[config.mk]
export PLATFORM = sky130hd
export DESIGN_NAME = rv32i_control_unit_flat
export DESIGN_NICKNAME = d
export VERILOG_FILES = /design/src/rtl/rv32i_control_unit_if.sv /design/src/rtl/rv32i_control_unit.sv /design/src/flat_wrapper.sv
export SDC_FILE = /design/constraint.sdc
export NUM_CORES = 1
export LEC_CHECK = 0
export BUFFER_PORTS_ARGS = -buffer_cell sky130_fd_sc_hd__buf_2
export CORE_MARGIN = 8
export CORE_UTILIZATION = 34
export CTS_BUF_LIST = sky130_fd_sc_hd__clkbuf_8
export DETAILED_ROUTE_END_ITERATION = 12
export PLACE_DENSITY = 0.77
export REMOVE_ABC_BUFFERS = 1
export SLEW_MARGIN = 15
export SYNTH_ARGS = -nofsm -noshare
export SYNTH_HDL_FRONTEND = slang
export SYNTH_SLANG_ARGS = --single-unit
[constraint.sdc]
create_clock -name i_clk -period 1.25 [get_ports i_clk]
set_input_delay 0.0625 -clock i_clk [delete_from_list [all_inputs] [get_ports i_clk]]
set_output_delay 0.0625 -clock i_clk [all_outputs]
set_load 0.1 [all_outputs]
[src/rtl/rv32i_control_unit_if.sv]
// Instruction/flag inputs and decoded control outputs of the RV32I main decoder.
// The core side (master) drives the instruction; the decoder (slave) returns controls.
interface rv32i_control_unit_if;
    logic [31:0] i_instr;
    logic        i_brc_less;
    logic        i_brc_equal;
    logic        o_pc_sel;
    logic        o_rd_wren;
    logic        o_insn_vld;
    logic        o_br_un;
    logic        o_opa_sel;
    logic        o_opb_sel;
    logic        o_mem_wren;
    logic [1:0]  o_wb_sel;
    logic [3:0]  o_alu_op;

    modport master (
        output i_instr, i_brc_less, i_brc_equal,
        input  o_pc_sel, o_rd_wren, o_insn_vld, o_br_un, o_opa_sel,
               o_opb_sel, o_mem_wren, o_wb_sel, o_alu_op
    );

    modport slave (
        input  i_instr, i_brc_less, i_brc_equal,
        output o_pc_sel, o_rd_wren, o_insn_vld, o_br_un, o_opa_sel,
               o_opb_sel, o_mem_wren, o_wb_sel, o_alu_op
    );
endinterface

[src/rtl/rv32i_control_unit.sv]
// Combinational RV32I main decoder; a registered reset-hold flag masks all
// state-changing outputs while, and for one edge after, reset is asserted.
module rv32i_control_unit (
    input  logic                  i_clk,
    input  logic                  i_rst,
    rv32i_control_unit_if.slave   bus
);
    localparam logic [6:0] OP_R      = 7'b0110011;
    localparam logic [6:0] OP_I      = 7'b0010011;
    localparam logic [6:0] OP_LOAD   = 7'b0000011;
    localparam logic [6:0] OP_STORE  = 7'b0100011;
    localparam logic [6:0] OP_BRANCH = 7'b1100011;
    localparam logic [6:0] OP_JAL    = 7'b1101111;
    localparam logic [6:0] OP_JALR   = 7'b1100111;
    localparam logic [6:0] OP_LUI    = 7'b0110111;
    localparam logic [6:0] OP_AUIPC  = 7'b0010111;

    localparam logic [3:0] ALU_ADD  = 4'b0000;
    localparam logic [3:0] ALU_SUB  = 4'b0001;
    localparam logic [3:0] ALU_SRA  = 4'b0111;
    localparam logic [3:0] ALU_PASSB = 4'b1111;

    localparam logic [6:0] F7_ZERO = 7'b0000000;
    localparam logic [6:0] F7_ALT  = 7'b0100000;

    logic       rst_hold_q;
    logic       rst_hold_d;

    logic [6:0] opcode;
    logic [2:0] funct3;
    logic [6:0] funct7;
    logic       unused_instr_bits;

    logic       pc_sel;
    logic       rd_wren;
    logic       insn_vld;
    logic       br_un;
    logic       opa_sel;
    logic       opb_sel;
    logic       mem_wren;
    logic [1:0] wb_sel;
    logic [3:0] alu_op;
    logic [3:0] alu_base;
    logic       br_taken;

    assign opcode = bus.i_instr[6:0];
    assign funct3 = bus.i_instr[14:12];
    assign funct7 = bus.i_instr[31:25];
    assign unused_instr_bits = ^{bus.i_instr[24:15], bus.i_instr[11:7]};

    // Reset-hold is a plain copy of i_rst taken at each edge.
    assign rst_hold_d = i_rst;

    always_ff @(posedge i_clk) begin
        if (i_rst) begin
            rst_hold_q <= 1'b1;
        end else begin
            rst_hold_q <= rst_hold_d;
        end
    end

    // Shared funct3 -> ALU mapping for R-type and I-type arithmetic.
    always_comb begin
        alu_base = ALU_ADD;
        case (funct3)
            3'b000: alu_base = ALU_ADD;
            3'b001: alu_base = 4'b0010;
            3'b010: alu_base = 4'b0011;
            3'b011: alu_base = 4'b0100;
            3'b100: alu_base = 4'b0101;
            3'b101: alu_base = 4'b0110;
            3'b110: alu_base = 4'b1000;
            3'b111: alu_base = 4'b1001;
            default: alu_base = ALU_ADD;
        endcase
    end

    always_comb begin
        br_taken = 1'b0;
        case (funct3)
            3'b000:         br_taken = bus.i_brc_equal;
            3'b001:         br_taken = ~bus.i_brc_equal;
            3'b100, 3'b110: br_taken = bus.i_brc_less;
            3'b101, 3'b111: br_taken = ~bus.i_brc_less;
            default:        br_taken = 1'b0;
        endcase
    end

    always_comb begin
        pc_sel   = 1'b0;
        rd_wren  = 1'b0;
        insn_vld = 1'b0;
        br_un    = 1'b0;
        opa_sel  = 1'b0;
        opb_sel  = 1'b0;
        mem_wren = 1'b0;
        wb_sel   = 2'b01;
        alu_op   = ALU_ADD;
        case (opcode)
            OP_R: begin
                if (funct7 == F7_ZERO) begin
                    insn_vld = 1'b1;
                    rd_wren  = 1'b1;
                    alu_op   = alu_base;
                end else if (funct7 == F7_ALT && funct3 == 3'b000) begin
                    insn_vld = 1'b1;
                    rd_wren  = 1'b1;
                    alu_op   = ALU_SUB;
                end else if (funct7 == F7_ALT && funct3 == 3'b101) begin
                    insn_vld = 1'b1;
                    rd_wren  = 1'b1;
                    alu_op   = ALU_SRA;
                end
            end
            OP_I: begin
                // funct7 only constrains the shift-immediate forms.
                if (funct3 == 3'b001) begin
                    insn_vld = (funct7 == F7_ZERO);
                    alu_op   = alu_base;
                end else if (funct3 == 3'b101) begin
                    insn_vld = (funct7 == F7_ZERO) || (funct7 == F7_ALT);
                    alu_op   = (funct7 == F7_ALT) ? ALU_SRA : alu_base;
                end else begin
                    insn_vld = 1'b1;
                    alu_op   = alu_base;
                end
                rd_wren = insn_vld;
                opb_sel = insn_vld;
                if (!insn_vld) begin
                    alu_op = ALU_ADD;
                end
            end
            OP_LOAD: begin
                if (funct3 inside {3'b000, 3'b001, 3'b010, 3'b100, 3'b101}) begin
                    insn_vld = 1'b1;
                    rd_wren  = 1'b1;
                    opb_sel  = 1'b1;
                    wb_sel   = 2'b10;
                end
            end
            OP_STORE: begin
                if (funct3 inside {3'b000, 3'b001, 3'b010}) begin
                    insn_vld = 1'b1;
                    mem_wren = 1'b1;
                    opb_sel  = 1'b1;
                end
            end
            OP_BRANCH: begin
                if (funct3 != 3'b010 && funct3 != 3'b011) begin
                    insn_vld = 1'b1;
                    opa_sel  = 1'b1;
                    opb_sel  = 1'b1;
                    br_un    = funct3[2] & funct3[1];
                    pc_sel   = br_taken;
                end
            end
            OP_JAL: begin
                insn_vld = 1'b1;
                rd_wren  = 1'b1;
                opa_sel  = 1'b1;
                opb_sel  = 1'b1;
                wb_sel   = 2'b00;
                pc_sel   = 1'b1;
            end
            OP_JALR: begin
                if (funct3 == 3'b000) begin
                    insn_vld = 1'b1;
                    rd_wren  = 1'b1;
                    opb_sel  = 1'b1;
                    wb_sel   = 2'b00;
                    pc_sel   = 1'b1;
                end
            end
            OP_LUI: begin
                insn_vld = 1'b1;
                rd_wren  = 1'b1;
                opb_sel  = 1'b1;
                alu_op   = ALU_PASSB;
            end
            OP_AUIPC: begin
                insn_vld = 1'b1;
                rd_wren  = 1'b1;
                opa_sel  = 1'b1;
                opb_sel  = 1'b1;
            end
            default: begin
                insn_vld = 1'b0;
            end
        endcase
    end

    assign bus.o_pc_sel   = pc_sel   & ~rst_hold_q;
    assign bus.o_rd_wren  = rd_wren  & ~rst_hold_q;
    assign bus.o_mem_wren = mem_wren & ~rst_hold_q;
    assign bus.o_insn_vld = insn_vld & ~rst_hold_q;
    assign bus.o_br_un    = br_un;
    assign bus.o_opa_sel  = opa_sel;
    assign bus.o_opb_sel  = opb_sel;
    assign bus.o_wb_sel   = wb_sel;
    assign bus.o_alu_op   = alu_op;
endmodule

[src/flat_wrapper.sv]
// flat-port wrapper written by rule: the top's interface ports become plain ports
module rv32i_control_unit_flat 
  (i_clk, i_rst, bus_i_instr, bus_i_brc_less, bus_i_brc_equal, bus_o_pc_sel, bus_o_rd_wren, bus_o_insn_vld, bus_o_br_un, bus_o_opa_sel, bus_o_opb_sel, bus_o_mem_wren, bus_o_wb_sel, bus_o_alu_op);
  rv32i_control_unit_if bus_i ();
  input  logic i_clk;
  input  logic i_rst;
  input wire logic [$bits(bus_i.i_instr)-1:0] bus_i_instr;
  input wire logic [$bits(bus_i.i_brc_less)-1:0] bus_i_brc_less;
  input wire logic [$bits(bus_i.i_brc_equal)-1:0] bus_i_brc_equal;
  output wire logic [$bits(bus_i.o_pc_sel)-1:0] bus_o_pc_sel;
  output wire logic [$bits(bus_i.o_rd_wren)-1:0] bus_o_rd_wren;
  output wire logic [$bits(bus_i.o_insn_vld)-1:0] bus_o_insn_vld;
  output wire logic [$bits(bus_i.o_br_un)-1:0] bus_o_br_un;
  output wire logic [$bits(bus_i.o_opa_sel)-1:0] bus_o_opa_sel;
  output wire logic [$bits(bus_i.o_opb_sel)-1:0] bus_o_opb_sel;
  output wire logic [$bits(bus_i.o_mem_wren)-1:0] bus_o_mem_wren;
  output wire logic [$bits(bus_i.o_wb_sel)-1:0] bus_o_wb_sel;
  output wire logic [$bits(bus_i.o_alu_op)-1:0] bus_o_alu_op;
  assign bus_i.i_instr = bus_i_instr;
  assign bus_i.i_brc_less = bus_i_brc_less;
  assign bus_i.i_brc_equal = bus_i_brc_equal;
  assign bus_o_pc_sel = bus_i.o_pc_sel;
  assign bus_o_rd_wren = bus_i.o_rd_wren;
  assign bus_o_insn_vld = bus_i.o_insn_vld;
  assign bus_o_br_un = bus_i.o_br_un;
  assign bus_o_opa_sel = bus_i.o_opa_sel;
  assign bus_o_opb_sel = bus_i.o_opb_sel;
  assign bus_o_mem_wren = bus_i.o_mem_wren;
  assign bus_o_wb_sel = bus_i.o_wb_sel;
  assign bus_o_alu_op = bus_i.o_alu_op;
  rv32i_control_unit u_core (.i_clk(i_clk), .i_rst(i_rst), .bus(bus_i));
endmodule
==> metrics.md, run 1 <==
| Metric | Value |
|---|---|
| Result of the run | `aborted with a tool error` |
| Last step reached | `4_1_cts` |
| First error | `[ERROR DPL-0038] Utilization greater than 100%, impossible to legalize` |
| Number of top-level pins | `49` |
| Post-placement worst setup slack | `-0.618 ns` |
| Hold-fix buffers, CTS | `0` |
| Gp weighted congestion | `0.871` |
| HPWL reported at the end of detailed placement | `2100 um` |
| EDFF count, synth | `0` |
| Number of instances in the synthesized netlist | `83` |
| Number of port buffers | `33` |
| Post-cts gate resize count | `81` |
| Warnings from Yosys | `0` |
| Cell area after technology mapping | `538 um2` |
| Post CTS Setup Buffer Count | `5` |
| Yosys cell types | `37` |
| Flop and latch count out of synthesis | `1` |
| Avg Synthesized Cell Area | `6.48 um2` |
| Prevailing post-synth register cell | `sky130_fd_sc_hd__dfxtp_1` |
| X dimension of the die | `55.8 um` |
| Starting Density | `0.361` |
| Site Rows | `14` |
| Number of placed instances, taps included | `164` |
| Proportion of synthesized chip area in sequential cells | `0.0372` |
| Share of synthesized flip-flops with an asynchronous set or reset | `0` |
| Vertical die dimension | `55.8 um` |
logic make-up after synthesis:
family,Yosys count,synth area share
fa+ha+maj,4,0.0930
buf+inv,6,0.0442
flops,1,0.0372
simple gates,48,0.514
xor+xnor,1,0.0163
compound gates,23,0.295
per-stage QoR:
stage	instance area [um2]	util
after detailed placement	1130	0.760
after global placement	1130	0.760
after floorplan	533	-
Yosys cell counts (2+ instances only):
master / count / area, um2
sky130_fd_sc_hd__nand2_1: 11 / 41.3
sky130_fd_sc_hd__nor2_1: 10 / 37.5
sky130_fd_sc_hd__o21ai_1: 2 / 10.0
sky130_fd_sc_hd__nand3_1: 4 / 20.0
sky130_fd_sc_hd__o211ai_1: 2 / 15.0
sky130_fd_sc_hd__nand2b_1: 3 / 18.8
sky130_fd_sc_hd__nor4_2: 2 / 25.0
sky130_fd_sc_hd__nor3_1: 3 / 15.0
sky130_fd_sc_hd__nor2b_1: 2 / 12.5
sky130_fd_sc_hd__o22ai_1: 3 / 18.8
sky130_fd_sc_hd__a21oi_1: 4 / 20.0
sky130_fd_sc_hd__o21ai_0: 3 / 15.0
sky130_fd_sc_hd__or3_1: 3 / 18.8
sky130_fd_sc_hd__a211oi_1: 2 / 15.0
sky130_fd_sc_hd__inv_1: 4 / 15.0
sky130_fd_sc_hd__ha_1: 4 / 50.1
==> run 2: changes to the inputs <==
- CORE_AREA: not set -> 8 8 69 71
- CORE_MARGIN: 8 -> not set
- CORE_UTILIZATION: 34 -> not set
- CTS_BUF_LIST: sky130_fd_sc_hd__clkbuf_8 -> not set
- DIE_AREA: not set -> 0 0 77 79
- PLACE_DENSITY: 0.77 -> not set
- PLACE_DENSITY_LB_ADDON: not set -> 0.15
- clock period: 1.25 -> 1.6 ns (I/O delays scaled with it)
==> run 2 against run 1 <==
The flow now finishes, with violations (setup timing). Synthesized cell count stayed put. Area after synthesis is the same.
==> metrics.md, run 2 <==
| Metric | Value |
|---|---|
| PD cells | `194 mW/mm2` |
| Main area contributors after synthesis | `sky130_fd_sc_hd__ha_1, sky130_fd_sc_hd__nand2_1, sky130_fd_sc_hd__nor2_1, sky130_fd_sc_hd__nor4_2, sky130_fd_sc_hd__a21oi_1` |
| Combined area of the multi-input logic cells | `697 um2` |
| Max FO, Critical Path | `4` |
| Flop pwr share | `0.100` |
| Number of slew-limit violations in the final report | `0` |
| X dimension of the die | `77 um (+38%)` |
| F_max | `0.620 GHz` |
| Cell with the most instances after synthesis | `sky130_fd_sc_hd__nand2_1` |
| Flop and latch count out of synthesis | `1 (unchanged)` |
| Flip-flop count of the largest register, all copies and words added | `1` |
| Core outline area | `0.00380 mm2` |
| Cell area after technology mapping | `538 um2 (unchanged)` |
| Clock-pin slew on the worst setup and hold paths | `0 ns` |
| Die ar. | `0.00608 mm2` |
| Critical path launch point type | `input pin` |
| Wire length of the first global-routing pass | `4260 um` |
| Share of synthesized flip-flops with an asynchronous set or reset | `0 (unchanged)` |
| Net switching power figure | `0.000133 W` |
| Worst path buffer plus inverter count | `3` |
| Count of maximum capacitance violations | `0` |
| GR Overflow Total | `0` |
| Vertical die dimension | `79 um (+42%)` |
| Via count | `898` |
| Gp weighted congestion | `0.805 (-7.6%)` |
| Non-filler instance count after layout | `203` |
| Residual DRC count | `0` |
| Worst Max-Slew Pin Slew | `0.380 ns` |
| Yosys cell types | `37 (unchanged)` |
| Prevailing post-synth register cell | `sky130_fd_sc_hd__dfxtp_1` |
| DR iter-0 viols | `54` |
| Failing checks | `setup timing` |
| VDD IR-drop max | `110 uV` |
| Number of instances in the synthesized netlist | `83 (unchanged)` |
| Number of port buffers | `33 (unchanged)` |
| Final Cycle Share | `1.01` |
| Static Leak | `0.627 nW` |
| Largest registers | `u_core.rst_hold_q: 1 flops` |
| Type of the tightest min-delay check | `input pin to register` |
| Unrepaired setup endpoints after global routing | `yes` |
| Delay of the slowest cell on the worst path | `0.32 ns` |
| Largest net degree at the start of global routing | `8` |
| Highest-count cells in the layout ignoring fill and taps | `sky130_fd_sc_hd__buf_4, sky130_fd_sc_hd__buf_2, sky130_fd_sc_hd__buf_12, sky130_fd_sc_hd__buf_6, sky130_fd_sc_hd__nor2_1` |
| EDFF count, synth | `0 (unchanged)` |
| HPWL reported at the end of detailed placement | `2050 um (-2.5%)` |
| Site Rows | `23 (+9)` |
| Dominant delay contributor by cell family on the critical path | `buffers and inverters` |
| Power share of the combinational group | `0.900` |
| Slowest stage cell on the critical path | `sky130_fd_sc_hd__nor4_4` |
| Kind of critical path | `input pin to output port` |
| Number of antenna violations at the first check in global routing | `0` |
| Final setup violation count | `1` |
| Total Nets Final | `195` |
| Min cycle time layout | `1.61 ns` |
| Final TNS setup | `-0.0132 ns` |
| Post-placement worst setup slack | `-0.294 ns (+0.324 ns)` |
| Number of top-level pins | `49 (unchanged)` |
| Worst path cell trace | `buf_8 -> nand2b_4 -> nor4_4 -> o2111ai_4 -> buf_6 -> o211ai_1 -> clkbuf_16` |
| Synth top area share | `0.0930 (unchanged)` |
| Total track usage | `0.0801` |
| Fraction of power spent switching nets | `0.448` |
| Cell-internal power | `0.000164 W` |
| Area added between synthesis and finish | `184%` |
| Crit end category | `output port` |
| Proportion of layout cells with a drive suffix above 1 | `0.699` |
| Top cell types by occurrence after synthesis | `sky130_fd_sc_hd__nand2_1, sky130_fd_sc_hd__nor2_1` |
| Drt total wl | `2660 um` |
| Wirelength per Cell | `13.1 um` |
| Warnings from Yosys | `0 (unchanged)` |
| DR pass1 iterations | `4` |
| CP arrival | `1.53 ns` |
| Via count of the first global-routing pass | `879` |
| Avg Synthesized Cell Area | `6.48 um2 (unchanged)` |
| Total power of the final layout | `0.000297 W` |
| Biggest area consumer among synthesized cells | `sky130_fd_sc_hd__ha_1` |
| Starting Density | `0.142 (-0.220)` |
| Remaining number of nets flagged by the antenna check after routing | `0` |
| Diodes inserted | `0` |
| Final-report hold violation count | `0` |
| Sequential cell area | `20.0 um2` |
| Most common library cell in the layout ignoring fill and taps | `sky130_fd_sc_hd__buf_4` |
| Clock group share of total power | `0` |
| Proportion of synthesized chip area in sequential cells | `0.0372 (unchanged)` |
| Number of fill cells | `399` |
| Vias per inst | `4.42` |
| Setup slack of the critical path after layout | `-0.0132 ns` |
| Max-Slew Margin vs Limit | `0.745` |
| Required time of the worst setup path | `1.52 ns` |
| Hold-fix buffers, CTS | `0 (unchanged)` |
| Biggest register | `u_core.rst_hold_q` |
| Number of placed instances, taps included | `197 (+20%)` |
| Result of the run | `finished with violations` |
run 2: cell counts after synthesis:
No cell type changed its count.
run 2: path summary, 6_finish.rpt:
check | start | to | slack [ns] | depth (start not counted)
max | bus_i_instr[6] | bus_o_alu_op[0] | -0.01 | 7
min | i_rst | u_core.rst_hold_q | 0.18 | 1
run 2: power by group through the flow:
stage | sequential, W | clock (W) | combinational (W)
after floorplan | 0.0000278 | 0 | 0.0000756
after global placement | 0.0000284 | 0 | 0.000185
after detailed placement | 0.0000283 | 0 | 0.000185
after CTS | 0.0000293 | 0 | 0.000240
after global routing | 0.0000299 | 0 | 0.000286
final | 0.0000296 | 0 | 0.000267
run 2: area by class of cell:
type,instances,area share
timing repair buffer,71,0.469
sequential,1,0.0131
tap,50,0.0410
multi-input combinational,76,0.457
inverter,5,0.0205
run 2: cells by family (layout without fill, tap and decap cells):
| logic type | count (synthesis) | count (layout) | share of synthesized area |
|---|---|---|---|
| xor gates and xnor gates | 1 | 1 | 0.0163 |
| buffers and inverters | 6 | 76 | 0.0442 |
| adders and majority gates | 4 | 4 | 0.0930 |
| and+or+nand+nor | 48 | 48 | 0.514 |
| DFF | 1 | 1 | 0.0372 |
| AOI/OAI and AO/OA | 23 | 23 | 0.295 |
run 2: stage by stage:
step	area [um2]	hold slack (ns)	util
2_1_floorplan	533	0.108	-
3_3_place_gp	1170	0.183	0.307
3_5_place_dp	1170	0.184	0.307
4_1_cts	1410	0.184	0.371
5_1_grt	1530	0.188	0.402
6_report	1530	0.183	0.402
run 2: metal layers:
metal / track usage / wire (um)
met1: 0.102 / 1150
met2: 0.150 / 1410
met3: 0.00790 / 97
met4: 0 / 0
met5: 0 / 0
run 2: timing repair:
action	in CTS	in global routing
setup buffers	4	2
gates cloned	0	0
endpoints found under the hold margin	0	0
setup endpoints to repair	9	9
resized for setup	46	24
pin swaps	10	13
Power figures use the tool's default switching activity.
==> run 3: changes to the inputs <==
==> constraint.sdc (replaced) <==
create_clock -name i_clk -period 1.6 [get_ports i_clk]
set_input_delay 0.48 -clock i_clk [delete_from_list [all_inputs] [get_ports i_clk]]
set_output_delay 0.48 -clock i_clk [all_outputs]
set_load 0.1 [all_outputs]
==> run 3 against run 2 <==
The run still ends with setup timing left. Worst setup slack lost 0.80 ns. Die area is the same. Final area increased by 6.6%. Largest power group unchanged. Highest routed layer unchanged.
==> metrics.md, run 3 (synthesis results as in run 2) <==
| Metric | Value |
|---|---|
| Number of slew-limit violations in the final report | `0 (unchanged)` |
| Number of antenna violations at the first check in global routing | `0 (unchanged)` |
| X dimension of the die | `77 um (unchanged)` |
| Static Leak | `0.631 nW (+0.77%)` |
| Crit end category | `output port` |
| Total Nets Final | `193 (-1.0%)` |
| Critical path launch point type | `input pin` |
| Wire length of the first global-routing pass | `4230 um (-0.66%)` |
| Final TNS setup | `-8.41 ns (-8.40 ns)` |
| Launch point of the critical path | `bus_i_instr[2]` |
| Biggest register | `u_core.rst_hold_q` |
| Max FO, Critical Path | `5 (+1)` |
| Final-report hold violation count | `0 (unchanged)` |
| Via count of the first global-routing pass | `901 (+2.5%)` |
| Area added between synthesis and finish | `203%` |
| VDD IR-drop max | `148 uV (+35%)` |
| Starting Density | `0.142 (unchanged)` |
| Drt total wl | `2630 um (-0.87%)` |
| Failing checks | `setup timing` |
| Startpoint of the most critical hold path | `i_rst` |
| Unrepaired setup endpoints after global routing | `yes` |
| Count of maximum capacitance violations | `0 (unchanged)` |
| Residual DRC count | `0 (unchanged)` |
| Wirelength per Cell | `13.1 um (+0.12%)` |
| Total power of the final layout | `0.000305 W (+2.8%)` |
| Type of the tightest min-delay check | `input pin to register` |
| HPWL reported at the end of detailed placement | `2040 um (-0.13%)` |
| Core outline area | `0.00380 mm2 (unchanged)` |
| Die ar. | `0.00608 mm2 (unchanged)` |
| Final Cycle Share | `1.51 (+0.497)` |
| DR iter-0 viols | `65 (+20%)` |
| Number of top-level pins | `49 (unchanged)` |
| Via count | `852 (-5.1%)` |
| Most common cell type on the critical path | `sky130_fd_sc_hd__buf_6` |
| Final setup violation count | `13 (+12)` |
| Site Rows | `23 (unchanged)` |
| CP arrival | `1.93 ns (+0.40 ns)` |
| Vertical die dimension | `79 um (unchanged)` |
| Max-Slew Margin vs Limit | `0.742 (-0.00311)` |
| Clock-pin slew on the worst setup and hold paths | `0 ns (unchanged)` |
| Total track usage | `0.0801 (unchanged)` |
| Slowest stage cell on the critical path | `sky130_fd_sc_hd__or4_4` |
| Min cycle time layout | `2.41 ns (+0.796 ns)` |
| Gp weighted congestion | `0.800 (-0.68%)` |
| Required time of the worst setup path | `1.12 ns (-0.40 ns)` |
| F_max | `0.415 GHz (-33%)` |
| Setup slack of the critical path after layout | `-0.809 ns (-0.796 ns)` |
| Kind of critical path | `input pin to output port` |
| Most common library cell in the layout ignoring fill and taps | `sky130_fd_sc_hd__buf_4` |
| Diodes inserted | `0 (unchanged)` |
| Flip-flop count of the largest register, all copies and words added | `1 (unchanged)` |
| Number of port buffers | `33 (unchanged)` |
| DR pass1 iterations | `4 (unchanged)` |
| PD cells | `187 mW/mm2 (-3.6%)` |
| Result of the run | `finished with violations` |
| Largest net degree at the start of global routing | `8 (unchanged)` |
| Largest registers | `u_core.rst_hold_q: 1 flops` |
| Worst path cell trace | `buf_6 -> buf_6 -> or4_4 -> a2111oi_4 -> nor2_1 -> nor2_2 -> buf_12` |
| Vias per inst | `4.24 (-4.2%)` |
| Cell area after placement | `0.00118 mm2 (+1.3%)` |
| Worst Max-Slew Pin Slew | `0.385 ns (+0.00464 ns)` |
| Proportion of layout cells with a drive suffix above 1 | `0.781 (+0.0821)` |
| Highest-count cells in the layout ignoring fill and taps | `sky130_fd_sc_hd__buf_4, sky130_fd_sc_hd__buf_12, sky130_fd_sc_hd__buf_2, sky130_fd_sc_hd__buf_6` |
| GR Overflow Total | `0 (unchanged)` |
| Cell area after layout | `0.00163 mm2 (+6.6%)` |
| Delay of the slowest cell on the worst path | `0.55 ns (+0.23 ns)` |
| Remaining number of nets flagged by the antenna check after routing | `0 (unchanged)` |
-- run 3: worst paths after layout --
check | endpoint | slack, ns | cells after the start
setup / recovery | bus_o_pc_sel | -0.81 | 7
hold / removal | u_core.rst_hold_q | 0.58 | 1
-- run 3: final cells by class --
class / count / area (um2)
fill: 380 / 2170
inverter: 5 / 28.8
multi-input combinational: 76 / 796
sequential: 1 / 20.0
tap: 50 / 62.6
timing repair buffer: 69 / 721
-- run 3: metrics by stage --
step / setup WS, ns / cells / util / hold slack, ns
6_report: -0.809 / 201 / 0.429 / 0.583
5_1_grt: -0.869 / 201 / 0.429 / 0.594
4_1_cts: -0.820 / 200 / 0.414 / 0.584
3_5_place_dp: -1.09 / 199 / 0.311 / 0.584
3_3_place_gp: -1.05 / 199 / 0.311 / 0.584
2_1_floorplan: -2.92 / 82 / - / 0.508
-- run 3: critical path, delay by kind of cell --
family / cells / cell delay [ns]
and+or+nand+nor: 3 / 0.76
AOI/OAI and AO/OA: 1 / 0.28
buffers and inverters: 3 / 0.40
-- run 3: power breakdown --
part           leakage, nW  switching (W)  internal, W
combinational        0.623       0.000138     0.000139
clock                    0              0            0
sequential         0.00844    0.000000666    0.0000268
total                0.631       0.000139     0.000166
-- run 3: layer usage --
metal | GRT usage | share of wire | vias to the layer above
li1 | - | - | 453
met1 | 0.108 | 0.47 | 383
met2 | 0.144 | 0.51 | 16
met3 | 0.00564 | 0.023 | 0
met4 | 0 | 0 | 0
met5 | 0 | 0 | -
-- run 3: timing repair --
item,4_1_cts,5_1_grt
endpoints found under the setup margin,13,13
hold buffers,0,0
pin swaps,23,17
buffers inserted,2,2
resized for setup,83,11
